[src/rtl/mcu_router_pkg.sv]
// Shared types and constants for the MCU frame router: FSM states,
// well-known target IDs and the drop-counter ceiling.
package mcu_router_pkg;

  typedef enum logic [1:0] {
    IDLE    = 2'd0,
    CMD     = 2'd1,
    FWD     = 2'd2,
    DISCARD = 2'd3
  } router_state_e;

  localparam logic [7:0] TGT_SYS = 8'd0;
  localparam logic [7:0] TGT_HID = 8'd1;
  localparam logic [7:0] TGT_OSD = 8'd2;
  localparam logic [7:0] TGT_SDC = 8'd3;

  localparam logic [7:0] DROP_CNT_MAX = 8'hFF;

endpackage

[src/rtl/mcu_frame_router.sv]
// Routes MCU SPI frames to per-function targets by their leading ID byte,
// muxes the selected reply back, and merges target interrupts.
module mcu_frame_router
  import mcu_router_pkg::*;
#(
  parameter int NUM_TARGETS = 4
) (
  input  logic                     clk,
  input  logic                     reset,
  input  logic                     rx_strobe,
  input  logic                     rx_start,
  input  logic [7:0]               rx_data,
  output logic [7:0]               tx_data,
  output logic [NUM_TARGETS-1:0]   tgt_strobe,
  output logic                     tgt_start,
  output logic [7:0]               tgt_data,
  input  logic [8*NUM_TARGETS-1:0] tgt_dout,
  input  logic [NUM_TARGETS-1:0]   tgt_int,
  output logic                     int_out_n,
  output logic [7:0]               drop_cnt
);

  localparam int         SEL_W  = $clog2(NUM_TARGETS);
  localparam logic [7:0] NUM_T8 = 8'(NUM_TARGETS);

  router_state_e          state_q, state_d;
  logic [SEL_W-1:0]       sel_q, sel_d;
  logic                   fwd_en, fwd_first, drop_inc;
  logic [NUM_TARGETS-1:0] sel_onehot;

  always_ff @(posedge clk) begin
    if (reset) begin
      state_q <= IDLE;
      sel_q   <= '0;
    end else begin
      state_q <= state_d;
      sel_q   <= sel_d;
    end
  end

  // A start byte always wins, so a new frame aborts whatever was in flight.
  always_comb begin
    state_d   = state_q;
    sel_d     = sel_q;
    fwd_en    = 1'b0;
    fwd_first = 1'b0;
    drop_inc  = 1'b0;
    if (rx_strobe) begin
      if (rx_start) begin
        if (rx_data < NUM_T8) begin
          sel_d   = rx_data[SEL_W-1:0];
          state_d = CMD;
        end else begin
          state_d  = DISCARD;
          drop_inc = 1'b1;
        end
      end else begin
        case (state_q)
          CMD: begin
            fwd_en    = 1'b1;
            fwd_first = 1'b1;
            state_d   = FWD;
          end
          FWD:     fwd_en = 1'b1;
          default: ;
        endcase
      end
    end
  end

  always_comb begin
    sel_onehot        = '0;
    sel_onehot[sel_q] = 1'b1;
  end

  // Registered byte stream towards the targets: one cycle behind rx.
  always_ff @(posedge clk) begin
    if (reset) begin
      tgt_strobe <= '0;
      tgt_start  <= 1'b0;
      tgt_data   <= 8'h00;
      drop_cnt   <= 8'h00;
    end else begin
      tgt_strobe <= fwd_en ? sel_onehot : '0;
      if (fwd_en) begin
        tgt_start <= fwd_first;
        tgt_data  <= rx_data;
      end
      if (drop_inc && drop_cnt != DROP_CNT_MAX)
        drop_cnt <= drop_cnt + 8'd1;
    end
  end

  // While the command byte is clocked in, the MCU reads the pending-IRQ mask.
  always_comb begin
    case (state_q)
      CMD:     tx_data = 8'(tgt_int);
      FWD:     tx_data = tgt_dout[{sel_q, 3'b000} +: 8];
      default: tx_data = 8'h00;
    endcase
  end

  assign int_out_n = ~|tgt_int;

endmodule

[config.mk]
export PLATFORM = sky130hd
export DESIGN_NAME = mcu_frame_router
export DESIGN_NICKNAME = d
export VERILOG_FILES = /design/src/rtl/mcu_router_pkg.sv /design/src/rtl/mcu_frame_router.sv
export SDC_FILE = /design/constraint.sdc
export NUM_CORES = 1
export LEC_CHECK = 0
export CORE_MARGIN = 10
export CORE_UTILIZATION = 40
export DETAILED_ROUTE_END_ITERATION = 12
export PLACE_DENSITY = 0.84
export SLEW_MARGIN = 20
export SYNTH_ARGS = -nofsm -noshare
export SYNTH_HDL_FRONTEND = slang
export SYNTH_SLANG_ARGS = --single-unit
[constraint.sdc]
create_clock -name clk -period 4.71 [get_ports clk]
set_clock_uncertainty 0.15 [all_clocks]
set_input_delay 0.471 -clock clk [delete_from_list [all_inputs] [get_ports clk]]
set_output_delay 0.471 -clock clk [all_outputs]
set_load 0.02 [all_outputs]
* Word-level counts from Yosys, hierarchy flattened
Cells that the tools add are included.
Operators by class: reductions and logical operators 9, $lt $le $gt $ge 3, muxes and demuxes 15, add/sub/neg operators 1, equal/unequal tests 3, shift-type cells 1, bitwise logic cells 1
Operators by type and width (number):
- indexed part select 32 x 6 -> 8 bit | 1
- one-hot mux 8 bit (2 select lines) | 1
- 2-to-1 mux 1 bit | 10
- adder 8 x 1 -> 8 bit, second input constant | 1
- less-than comparator 8 x 3 -> 1 bit, second input constant | 1
- != test 8 bit, second input constant | 1
- 2-to-1 mux 2 bit | 3
- OR reduction 2 bit | 2
- OR reduction 4 bit | 1
- less-than comparator 2 x 3 -> 1 bit, second input constant | 1
- AND reduction 3 bit | 1
- demux 1 bit (select 2 bit) | 1
- equality test 2 x 1 -> 1 bit, second input constant | 1
- equality test 2 bit, second input constant | 1
- >= comparator 2 x 1 -> 1 bit, second input constant | 1
- logical AND 1 bit | 2
- AND reduction 2 bit | 1
- nonzero test 2 bit | 1
- zero test 1 bit | 1
- inverter 1 bit | 1
Word-level totals: flip-flop bits (word level) 25, logic and storage cells 39, output and inout bits 30

* Logic depth before layout (Yosys ltp)
word-level depth 7, depth in mapped cells 7, mapped depth without buffers 6

* Worst setup path before layout
No wires, ideal clock.
path type reg2out, start register sel_q[0], end output tx_data[0], stages on the path, launching flop included 5, path buffers 1, arrival 1.370 ns, setup slack 2.719 ns, data required time 4.089 ns, path through dfxtp_1 -> buf_4 -> mux4_2 -> a22oi_1 -> nor2_1
Between the ends: cells in the longest elaborated chain, start to end 2
Ends and longest elaborated chain:
- start, declared | RTL line mcu_frame_router.sv:27 | logic [SEL_W-1:0] sel_q, sel_d;
- start signal, assigned | RTL line mcu_frame_router.sv:37 | sel_q <= sel_d;
- indexed part select 32 x 6 -> 8 bit | RTL line mcu_frame_router.sv:98 | FWD: tx_data = tgt_dout[{sel_q, 3'b000} +: 8];
- one-hot mux 8 bit (2 select lines) | RTL line mcu_frame_router.sv:96 | case (state_q)
- end, declared | RTL line mcu_frame_router.sv:13 | output logic [7:0] tx_data,
Every way passes these cells.

* Worst setup path after layout
start register sel_q[0], end output tx_data[1]
The elaborated chain is that of the path after synthesis.

==> flow_summary.yaml <==
outcome:
  status: "finished, final reports clean"
power:
  ir_drop_uv: 155
  leakagePower_nw: 0.719
  p_per_area_nw_per_um2: 195
cts:
  clk_latency_ps: 310
  cts_tree: "yes"
  path_clk_slew_ps: 120
  cts_root_buf: "clkbuf_4"
  ctsHoldBuffers: 0
  cts_resized: 0
  cts_buffer_depth: 2
  cts_sinks: 25
  cts_buffers: 3
  cts_max_level: 1
  post_cts_buffers: 0
detailed_routing:
  dr.pass1.iters: 4
  routed_wirelength_mm: 4.58
  vias_per_cell: 5.34
  drt_iter0_markers: 34
  wl_per_cell_um: 18.2
  ant_nets: 0
  vias: 1340
  drc: 0
worst_setup_path:
  timing.rr.start: "state_q[0]"
  crit_type: "reg -> out"
  crit_path_end_kind: "primary output"
  arrival_ps: 2450
  r2r_cells: 5
  cp_max_fo: 13
  cp_data_required_time_ps: 4090
  startpoint_type: "flip-flop"
  r2r_slack_ps: 2400
  r2r-end: "tgt_strobe[0]"
sta:
  setup-tns-final_ps: 0
  worst_pin_slew_ps: 907
  rsz0062_at_grt: "no"
  whs_ps: 347
  relSlewSlack_pct: 39.3
  finalSetupViolCount: 0
  fin_crit_ps: 3070
  hold_violations: 0
  slew_viol_final: 0
  max_freq_ghz: 0.326
  finalCritPeriodShare_pct: 65.1
global_routing:
  grt_max_degree: 23
  grt_usage_pct: 15.4
  antenna_found_initial: 0
  grt-ovfl-total: 0
  grt_pass1_vias: 1445
  grt_pass1_wl_mm: 7.52
synth:
  synthTopCellsByCount: "dfxtp_1 (25), nor2_1 (18), a21oi_1 (11), mux2i_1 (11), mux4_2 (8)"
  ys_ff_latch: 25
  syn_area_um2: 1300
  ys_warn_count: 0
  syn-num-nets: 183
  synth-seq-area-share_pct: 38.5
  synth_edf_count: 0
  synth.largest_area_cell: "dfxtp_1"
  synthFlopType: "dfxtp_1"
  postSynthAreaPerCell_um2: 9.84
  synthMostInstantiatedCell: "dfxtp_1"
  synth_top_cell_area_share_pct: 38.5
  syn_inst: 132
  netlist_top_cells_area: "dfxtp_1 (39%), mux4_2 (14%), mux2i_1 (8.5%)"
  postSynth.asyncResetShare_pct: 0
  ys_types: 31
hold_path:
  min_path_cells: 2
  min_from: "state_q[0]"
  holdPathEnd: "state_q[0]"
  hold_path_class: "reg -> reg"
placement:
  port_buffers: 77
  place_congestion: 0.792
  dpl.cell_count: 247
  dp_hpwl_mm: 3.84
die:
  fp.dieArea_um2: 5930
  fp-row-count: 20
  io_pins: 78
  dieWidth_um: 77.0
  core_um2: 3080
  start_util_pct: 42.2
  die_y_um: 77.0
finish:
  fin_nets: 259
  fin_cells: 251
  final_core_util_pct: 68.9
  areaGrowthSynthToFinish_pct: 63.4
  n_antenna_cell: 0
  drive_gt1_share_pct: 6.76
job:
  maxCapViolCount: 0
[state kept, by name (all words and copies together) (netlist names)]
| register | count |
|---|---|
| state_q | 2 |
| tgt_data | 8 |
| tgt_strobe | 4 |
| sel_q | 2 |
| drop_cnt | 8 |
| tgt_start | 1 |
[final cells by class]
type	count	area [um2]
Clock buffer	4	26.3
Fill cell	238	956
Inverter	2	7.51
Multi-Input combinational cell	99	762
Sequential cell	25	500
Tap cell	44	55.1
Timing Repair Buffer	77	771
[worst max-delay path, stage by stage, from the launching register on]
cell             delay (ps)
dfxtp_1                 760
mux4_2                  580
a22oi_1                 180
nor2_1                   70
clkdlybuf4s50_1         550
[metrics by stage]
step	cell area, um2	setup WS (ps)	power [mW]
floorplan	1300	2720	0.264
global placement	2100	1990	0.322
detailed placement	2100	1950	0.326
CTS	2120	1590	0.416
global route	2120	1450	0.434
finish	2120	1640	0.413
[how the worst max path moves through the flow]
stage / cells after the start / end / start / slack (ps)
CTS: 4 / tx_data[1] / sel_q[0] / 1590
detailed placement: 5 / tx_data[1] / tgt_dout[25] / 1950
global placement: 5 / tx_data[0] / tgt_dout[24] / 1990
global route: 4 / tx_data[0] / sel_q[0] / 1450
finish: 4 / tx_data[1] / sel_q[0] / 1640
floorplan: 4 / tx_data[0] / sel_q[0] / 2720
[metal layers]
layer | up-vias | part of all wire [%] | track usage (%) | wire, um
li1 | 641 | - | - | -
met1 | 626 | 43 | 17.8 | 1960
met2 | 66 | 46 | 26.4 | 2120
met3 | 7 | 9.4 | 5.36 | 432
met4 | 0 | 1.4 | 4.01 | 64
met5 | - | 0 | 0 | 0
[power breakdown]
group	switching, mW	leakage [nW]	internal [mW]
clock network	0.0587	0.0150	0.0331
registers	0.00334	0.203	0.217
logic	0.0395	0.501	0.0616
total	0.102	0.719	0.311
[logic make-up (layout without fill, tap and decap cells)]
logic type	Yosys count	count (layout)	synth area share [%]
adders and majority gates	3	3	2.89
and+or+nand+nor	52	52	21.4
AOI/OAI and AO/OA	25	25	11.7
muxes	19	19	22.4
buffers and inverters	8	83	3.18
DFF	25	25	38.5
[cells in the final DEF (no fill, tap or decap), types with 2 or more instances in the layout]
master            n
or3_1             2
ha_1              3
or4_1             4
o31ai_1           3
dfxtp_1          25
mux2i_1          11
a21oi_1          11
nand4_1           2
nor2_1           18
inv_1             2
mux4_2            8
nor2b_1           5
clkbuf_4          3
o21ai_0           4
a22oi_1           4
nand3_1           4
clkdlybuf4s50_1  77
nor3_1            2
nand2_1           5
(Power assumes the default switching activity.)
